==> config.mk <==
export PLATFORM = sky130hd
export DESIGN_NAME = imm_encoder
export DESIGN_NICKNAME = d
export VERILOG_FILES = /design/src/rtl/imm_encoder.sv
export SDC_FILE = /design/constraint.sdc
export NUM_CORES = 1
export LEC_CHECK = 0
export ABC_AREA = 0
export CAP_MARGIN = 30
export CELL_PAD_IN_SITES_DETAIL_PLACEMENT = 0
export CELL_PAD_IN_SITES_GLOBAL_PLACEMENT = 1
export CORE_MARGIN = 2
export CORE_UTILIZATION = 29
export CTS_CLUSTER_DIAMETER = 100
export CTS_CLUSTER_SIZE = 10
export DETAILED_ROUTE_END_ITERATION = 8
export GPL_ROUTABILITY_DRIVEN = 0
export PLACE_DENSITY_LB_ADDON = 0.1
export SETUP_SLACK_MARGIN = 0.15
export SLEW_MARGIN = 20
export SYNTH_ARGS = -nofsm -noshare
export SYNTH_HDL_FRONTEND = slang
export SYNTH_SLANG_ARGS = --single-unit
==> constraint.sdc <==
create_clock -name clk -period 1.75 [get_ports clk]
set_input_delay 0.525 -clock clk [delete_from_list [all_inputs] [get_ports clk]]
set_output_delay 0.525 -clock clk [all_outputs]
set_load 0.005 [all_outputs]
==> src/rtl/imm_encoder.sv <==
// Instruction assembler: packs decoded RISC-V fields into a 32-bit word after range-checking the immediate.
// Legal words leave through a single output register with a sequential write address; illegal requests are flagged.
module imm_encoder #(
  parameter int ADDR_W = 8
) (
  input  logic              clk,
  input  logic              rst_n,
  input  logic              clr,
  input  logic              in_valid,
  output logic              in_ready,
  input  logic [2:0]        fmt,
  input  logic [6:0]        opcode,
  input  logic [4:0]        rd,
  input  logic [4:0]        rs1,
  input  logic [4:0]        rs2,
  input  logic [2:0]        funct3,
  input  logic [6:0]        funct7,
  input  logic [31:0]       imm,
  output logic              out_valid,
  input  logic              out_ready,
  output logic [31:0]       inst,
  output logic [ADDR_W-1:0] addr,
  output logic              err_pulse,
  output logic              err_sticky,
  output logic [ADDR_W:0]   word_cnt
);

  logic              out_valid_reg;
  logic [31:0]       inst_reg;
  logic [ADDR_W-1:0] addr_reg;
  logic [ADDR_W-1:0] ptr_reg;
  logic [ADDR_W:0]   cnt_reg;
  logic              err_pulse_reg;
  logic              err_sticky_reg;

  logic [31:0] inst_next;
  logic        legal_next;
  logic        accept;
  logic        i_ok, b_ok, j_ok, u_ok;

  // Sign-extension checks: every bit above the encodable range must match the sign bit.
  assign i_ok = (&imm[31:11]) | ~(|imm[31:11]);
  assign b_ok = ~imm[0] & ((&imm[31:12]) | ~(|imm[31:12]));
  assign j_ok = ~imm[0] & ((&imm[31:20]) | ~(|imm[31:20]));
  assign u_ok = ~(|imm[11:0]);

  always_comb begin
    inst_next  = '0;
    legal_next = 1'b0;
    case (fmt)
      3'd0: begin
        inst_next  = {funct7, rs2, rs1, funct3, rd, opcode};
        legal_next = 1'b1;
      end
      3'd1: begin
        inst_next  = {imm[11:0], rs1, funct3, rd, opcode};
        legal_next = i_ok;
      end
      3'd2: begin
        inst_next  = {imm[11:5], rs2, rs1, funct3, imm[4:0], opcode};
        legal_next = i_ok;
      end
      3'd3: begin
        inst_next  = {imm[12], imm[10:5], rs2, rs1, funct3, imm[4:1], imm[11], opcode};
        legal_next = b_ok;
      end
      3'd4: begin
        inst_next  = {imm[31:12], rd, opcode};
        legal_next = u_ok;
      end
      3'd5: begin
        inst_next  = {imm[20], imm[10:1], imm[11], imm[19:12], rd, opcode};
        legal_next = j_ok;
      end
      default: begin
        inst_next  = '0;
        legal_next = 1'b0;
      end
    endcase
  end

  // The output slot frees up in the same cycle it is drained, so accepts run back-to-back.
  assign in_ready = !clr && (!out_valid_reg || out_ready);
  assign accept   = in_valid && in_ready;

  always_ff @(posedge clk or negedge rst_n) begin
    if (!rst_n) begin
      out_valid_reg  <= 1'b0;
      inst_reg       <= '0;
      addr_reg       <= '0;
      ptr_reg        <= '0;
      cnt_reg        <= '0;
      err_pulse_reg  <= 1'b0;
      err_sticky_reg <= 1'b0;
    end else if (clr) begin
      out_valid_reg  <= 1'b0;
      ptr_reg        <= '0;
      cnt_reg        <= '0;
      err_pulse_reg  <= 1'b0;
      err_sticky_reg <= 1'b0;
    end else begin
      err_pulse_reg <= accept && !legal_next;
      if (accept && !legal_next) begin
        err_sticky_reg <= 1'b1;
      end
      if (accept && legal_next) begin
        out_valid_reg <= 1'b1;
        inst_reg      <= inst_next;
        addr_reg      <= ptr_reg;
        ptr_reg       <= ptr_reg + ADDR_W'(1);
        if (cnt_reg != '1) begin
          cnt_reg <= cnt_reg + (ADDR_W+1)'(1);
        end
      end else if (out_valid_reg && out_ready) begin
        out_valid_reg <= 1'b0;
      end
    end
  end

  assign out_valid  = out_valid_reg;
  assign inst       = inst_reg;
  assign addr       = addr_reg;
  assign err_pulse  = err_pulse_reg;
  assign err_sticky = err_sticky_reg;
  assign word_cnt   = cnt_reg;

endmodule

==> results_dict.tcl, run 1 <==
set metrics [dict create \
    synth_cell_types 50 \
    core_area_sq_um 10700 \
    rsz0062_at_grt "yes" \
    antenna_found_initial 0 \
    wire_per_inst_um 15.5 \
    slowest_stage "or4_4" \
    synthToLayoutAreaGrowth_pct 80.4 \
    startpoint_type "input pin" \
    gr-usage-all-layers_pct 19.1 \
    worst_ep_required_time_ns 2.02 \
    drive_gt1_share_pct 31.8 \
    ys.flop_type "dfrtp_1" \
    fin_util_pct 53.0 \
    finClkSkew_ns 0.00595 \
    hold_path_class "input pin to asynchronous set/reset pin" \
    ios 125 \
    violations "setup timing" \
    vias_per_cell 4.77 \
    p_leak_uw 0.00272 \
    port_buffers 124 \
    yosysSeqAreaShare_pct 47.5 \
    cp-end-kind "register" \
    slew_headroom_pct 76.7 \
    die_h_um 108 \
    cts_made_buffers 9 \
    syn_inst 352 \
    fmax_mhz 441 \
    synth-edff-count 0 \
    drtPass1Iterations 4 \
    maxCapViolations 0 \
    num_vias 3395 \
    worst-path-buf-inv 3 \
    netlist_area_sq_um 3160 \
    ctsHoldBuffers 0 \
    ys_ff_latch 60 \
    clock_path_buffers 2 \
    max-vdd-ir-drop_v 0.000329 \
    root_buffer "clkbuf_8" \
    die_w_um 108 \
    worstMarginPinSlew_ns 0.350 \
    clk_pin_slew_ns 0.07 \
    grt_max_degree 61 \
    grt_pass1_vias 3446 \
    synthArstFlopShare_pct 100 \
    arrival_ns 2.54 \
    crit_top_cell "buf_4" \
    dp_hpwl_um 7860 \
    drc_errors 0 \
    path_depth 10 \
    insertedDiodeCount 0 \
    maxSlewViolCount 0 \
    status "complete, but fails checks" \
    syn_avg_cell_area_sq_um 8.97 \
    overflow 0 \
    htreeDepth 3 \
    cts_tree "built" \
    max_stage_delay_ns 0.56 \
    drt_wl_total_um 11000 \
    rows 38 \
    fin_crit_ns 2.27 \
    synth_nets 427 \
    nets 644 \
    reg2reg_depth 9 \
    post-route-period-util_pct 129 \
    clock_latency_ns 0.34 \
    cp_max_fo 4 \
    start_util_pct 29.4 \
    path_class "input pin to register" \
    cts.sinks 60 \
    layout_setup_ws_ns -0.515 \
    cp_cell_sequence "buf_6 -> or4_4 -> nor3_4 -> a22oi_2 -> buf_4 -> a211oi_2 -> buf_4 -> o211ai_1 -> or3_1 -> a21oi_1" \
    dieArea_sq_um 11700 \
    hold_viol 0 \
    path_delay_family "simple AND/OR/NAND/NOR gates" \
    power.density_nw_per_um2 699 \
    post-place-ws_ns -1.27 \
    largest_reg_flops 32 \
    drt_iter0_drc 132 \
    antenna_left 0 \
    fin_tns_setup_ns -26.26 \
    yosysWarnings 0 \
    setup-violations-final 60 \
    grt_pass1_wl_um 17300 \
]
-- per-layer routing --
layer	GRT usage, %	part of all wire, %	vias up
li1	-	-	1684
met1	24.1	44	1622
met2	32.7	49	79
met3	4.04	6.1	10
met4	6.04	1.3	0
met5	0	0	-
-- stage by stage --
stage,cells,power [uW],hold WS (ns),area (sq um)
6_report,712,3980,0.170,5700
5_1_grt,712,4220,0.205,5700
4_1_cts,703,4000,0.192,5540
3_5_place_dp,673,2760,0.460,5110
3_3_place_gp,673,2750,0.459,5110
2_1_floorplan,352,1990,0.229,3170
-- cell families (layout without fill, tap and decap cells) --
kind of cell,count (synthesis),count (layout),share of synthesized area (%)
xor+xnor,6,6,1.66
mux,17,17,5.59
flops,60,60,47.5
buf+inv,26,246,3.92
compound gates,96,96,19.3
simple gates,144,144,20.8
fa+ha+maj,3,3,1.19
-- power breakdown --
part | internal [uW] | switching (uW)
registers | 1570 | 93.7
clock network | 798 | 541
logic | 559 | 419
total | 2930 | 1050
-- layout make-up --
cell class / count / area (sq um)
Inverter: 7 / 26.3
Clock buffer: 13 / 179
Sequential cell: 60 / 1500
Timing Repair Buffer: 225 / 2040
Multi-Input combinational cell: 266 / 1740
Tap cell: 140 / 175
Clock inverter: 1 / 30.0
Fill cell: 1064 / 5050
-- worst reg2reg max path, cell delays in order (launching register included) --
cell	delay, ns
dfrtp_1	0.39
ha_1	0.24
nand3_1	0.13
nor2_2	0.07
and3_1	0.18
ha_1	0.16
nand2b_2	0.20
a21oi_4	0.22
mux2_4	0.32
mux2i_1	0.13
-- layout by cell type, fill, tap and decap left out, drive strengths merged, types with 2 or more instances in the layout --
cell type / count
nor3: 4
xnor2: 4
o211ai: 2
nand3: 4
or3: 2
ha: 3
a31o: 3
a211oi: 3
mux2i: 12
mux2: 5
a22oi: 16
buf: 111
inv: 7
and2: 4
and3: 4
nor2: 47
dlygate4sd2: 67
nor4: 6
nand4: 8
nor2b: 7
o21ai: 16
a21oi: 44
nand2: 53
or4: 2
a211o: 2
dfrtp: 60
clkdlybuf4s15: 3
clkbuf: 20
clkdlybuf4s50: 37
xor2: 2
-- timing repair --
| item | 4_1_cts | 5_1_grt |
|---|---|---|
| endpoints found under the setup margin | 113 | 70 |
| endpoints found under the hold margin | 0 | 0 |
| buffers inserted | 15 | 7 |
| gates cloned | 1 | 2 |
| pin swaps | 32 | 20 |
| resized for setup | 168 | 41 |
-- cells in the mapped netlist, types with 2 or more instances --
cell type	instances	share of area, %
mux2i_1	12	3.8
nor4_1	6	1.2
and2_1	4	0.79
buf_4	4	0.95
nor3_1	3	0.48
and3_1	4	0.79
a21oi_1	42	6.7
mux2_2	5	1.8
o21ai_0	15	2.4
nor2_1	47	5.6
nand3_1	4	0.63
a211oi_1	2	0.48
inv_1	7	0.83
a211o_1	2	0.55
a31o_2	2	0.55
nand2_1	53	6.3
ha_1	3	1.2
dfrtp_1	60	48
or3_1	2	0.40
nand4_1	8	1.6
xor2_1	2	0.55
xnor2_1	4	1.1
buf_1	4	0.48
nor2b_1	7	1.4
a22oi_1	16	3.8
clkbuf_1	7	0.83
o211ai_1	2	0.48
buf_2	3	0.48
-- path summary, 6_finish.rpt --
check	slack (ns)	end	startpoint
worst max register to register	-0.37	word_cnt[2]	word_cnt[0]
worst min-delay path	0.17	inst[12]	rst_n
worst max-delay path	-0.52	ptr_reg[4]	imm[18]
min in group clk	0.47	addr[7]	addr[7]
worst min register to register	0.47	addr[7]	addr[7]
max in group asynchronous	1.27	inst[28]	rst_n
Note: power is estimated with default switching activity, not from simulation.
==> run 2, diff against run 1 <==
--- a/config.mk
+++ b/config.mk
@@ -15,7 +15,7 @@
 export CTS_CLUSTER_SIZE = 10
 export DETAILED_ROUTE_END_ITERATION = 8
 export GPL_ROUTABILITY_DRIVEN = 0
-export PLACE_DENSITY_LB_ADDON = 0.1
+export PLACE_DENSITY = 0.77
 export SETUP_SLACK_MARGIN = 0.15
 export SLEW_MARGIN = 20
 export SYNTH_ARGS = -nofsm -noshare
==> constraint.sdc (replaced) <==
create_clock -name clk -period 1.75 [get_ports clk]
set_input_delay 0.175 -clock clk [delete_from_list [all_inputs] [get_ports clk]]
set_output_delay 0.175 -clock clk [all_outputs]
set_load 0.005 [all_outputs]
==> run 2 against run 1 <==
Against the previous run:
- the run still ends with setup timing left
- register-to-register slack improved by 0.20 ns
- final cell count up 0.42%
- critical path depth stayed put
- critical endpoint is now inst[25]
==> results_dict.tcl, run 2 (synthesized netlist as in run 1, its figures left out) <==
set metrics [dict create \
    final_common_cell "clkdlybuf4s50_1" \
    drt_iter0_drc 150 \
    fin_crit_ns 1.96 \
    drc_errors 0 \
    power.density_nw_per_um2 716 \
    start_util_pct 29.4 \
    fin_util_pct 56.0 \
    hold_end "inst[13]" \
    dieArea_sq_um 11700 \
    reg2reg_depth 10 \
    synthToLayoutAreaGrowth_pct 90.7 \
    rsz0062_at_grt "yes" \
    r2r_setup_slack_ns -0.17 \
    slowest_stage "or4_4" \
    hold_viol 0 \
    startpoint_type "input pin" \
    power.switching_uw 1190 \
    fmax_mhz 510 \
    path_class "input pin to register" \
    slew_headroom_pct 70.4 \
    final_cell_area_sq_um 6020 \
    die_w_um 108 \
    drt_wl_total_um 11700 \
    cp_max_fo 12 \
    reg2reg_from "word_cnt[0]" \
    drt-met1-wl_um 4840 \
    cts_tree "built" \
    wl_met3_um 1030 \
    insertedDiodeCount 0 \
    dp_cells 668 \
    dp_hpwl_um 8180 \
    r2r-end "word_cnt[5]" \
    cts_made_buffers 9 \
    max_stage_delay_ns 0.53 \
    grt_max_degree 61 \
    p_leak_uw 0.00270 \
    clockPowerShare_pct 33.7 \
    largest_reg_flops 32 \
    status "complete, but fails checks" \
    max-vdd-ir-drop_v 0.000384 \
    p_int_uw 3120 \
    gr-usage-all-layers_pct 20.2 \
    arrival_ns 2.22 \
    fin_cells 715 \
    wire_per_inst_um 16.4 \
    overflow 0 \
    route.met2.wl_um 5610 \
    clock_path_buffers 2 \
    core_area_sq_um 10700 \
    violations "setup timing" \
    fin_tns_setup_ns -7.88 \
    root_buffer "clkbuf_8" \
    final_cell_mix "86 x clkdlybuf4s50_1, 73 x buf_4, 60 x dfrtp_1" \
    hold_depth 4 \
    finClkSkew_ns 0.0101 \
    top_layer "met4" \
    worst_ep_required_time_ns 2.01 \
    drive_gt1_share_pct 36.3 \
    layout_setup_ws_ns -0.209 \
    rows 38 \
    p_comb_share_pct 27.1 \
    cts.sinks 60 \
    ios 125 \
    finalPower_uw 4310 \
    clock_latency_ns 0.34 \
    fill_cells 973 \
    setup-violations-final 57 \
    min-delay-start "imm[13]" \
    htreeDepth 3 \
    cp-end-kind "register" \
    grt_pass1_vias 3729 \
    drtPass1Iterations 4 \
    cp_cell_sequence "buf_2 -> or4_4 -> nor3_4 -> a22oi_2 -> a211o_4 -> a21oi_4 -> buf_8 -> buf_12 -> nor2_1 -> a21oi_1" \
    placed_area_sq_um 5070 \
    pwr-share-seq_pct 39.2 \
    die_h_um 108 \
    post-route-period-util_pct 112 \
    antenna_left 0 \
    maxSlewViolCount 0 \
    maxCapViolations 0 \
    port_buffers 124 \
    num_vias 3589 \
    nets 645 \
    hold_path_class "input pin to register" \
    vias_per_cell 5.02 \
    antenna_found_initial 0 \
    clk_pin_slew_ns 0.08 \
    worstMarginPinSlew_ns 0.444 \
    grt_pass1_wl_um 18400 \
    swShare_pct 27.6 \
]
-- run 2: cell count changes in the layout (fill, tap and decap cells not counted), moves of 6 or more --
cell             previous run  this run
a21oi_1                    38        28
a21oi_2                     4        14
clkdlybuf4s50_1            37        86
dlygate4sd2_1              67        25
nand2_1                    43        35
nand2_4                     1         7
nor2_1                     44        34
nor2_2                      3         9
-- run 2: layout make-up --
type | count | area, sq um | share of cell area (%)
repair buffers | 226 | 2170 | 36.0
clock buffers | 11 | 141 | 2.35
inverters | 7 | 26.3 | 0.436
multi-input cells | 266 | 1920 | 32.0
clock inverters | 5 | 83.8 | 1.39
well taps | 140 | 175 | 2.91
flip-flops and latches | 60 | 1500 | 24.9
-- run 2: power groups by stage --
stage | Combinational (uW) | Clock, uW | Sequential [uW]
2_1_floorplan | 287 | 0 | 1710
3_3_place_gp | 1050 | 0 | 1690
3_5_place_dp | 1070 | 0 | 1700
4_1_cts | 1090 | 1480 | 1680
5_1_grt | 1260 | 1550 | 1710
6_report | 1170 | 1450 | 1690
-- run 2: per-layer routing --
metal / vias to the layer above / track usage, %
met1: 1742 / 24.7
met2: 138 / 34.3
li1: 1693 / -
met5: - / 0
met3: 16 / 5.73
met4: 0 / 6.50
-- run 2: per-stage QoR --
step           hold WS (ns)  setup slack [ns]
3_5_place_dp          0.215            -0.939
2_1_floorplan        -0.121            -0.344
5_1_grt               0.242            -0.255
3_3_place_gp          0.209            -0.858
6_report              0.231            -0.209
4_1_cts               0.224            -0.220
-- run 2: critical path, delay by kind of cell --
kind / cells / cell delay [ns]
and+or+nand+nor: 3 / 0.80
buffers and inverters: 3 / 0.44
AOI/OAI and AO/OA: 4 / 0.80
-- run 2: worst max path at each step --
stage	from	endpoint	slack, ns	depth (start not counted)
2_1_floorplan	imm[16]	addr[0]	-0.34	7
3_3_place_gp	imm[16]	word_cnt[4]	-0.86	9
3_5_place_dp	imm[16]	inst[19]	-0.94	10
4_1_cts	imm[18]	addr[2]	-0.22	8
5_1_grt	word_cnt[0]	word_cnt[4]	-0.25	12
6_report	imm[19]	inst[25]	-0.21	10
-- run 2: timing repair --
action,CTS,global route
gates cloned,4,2
hold endpoints to repair,60,0
hold buffers,1,0
buffers inserted,20,4
resized for setup,106,77
pin swaps,38,35
setup endpoints to repair,61,60
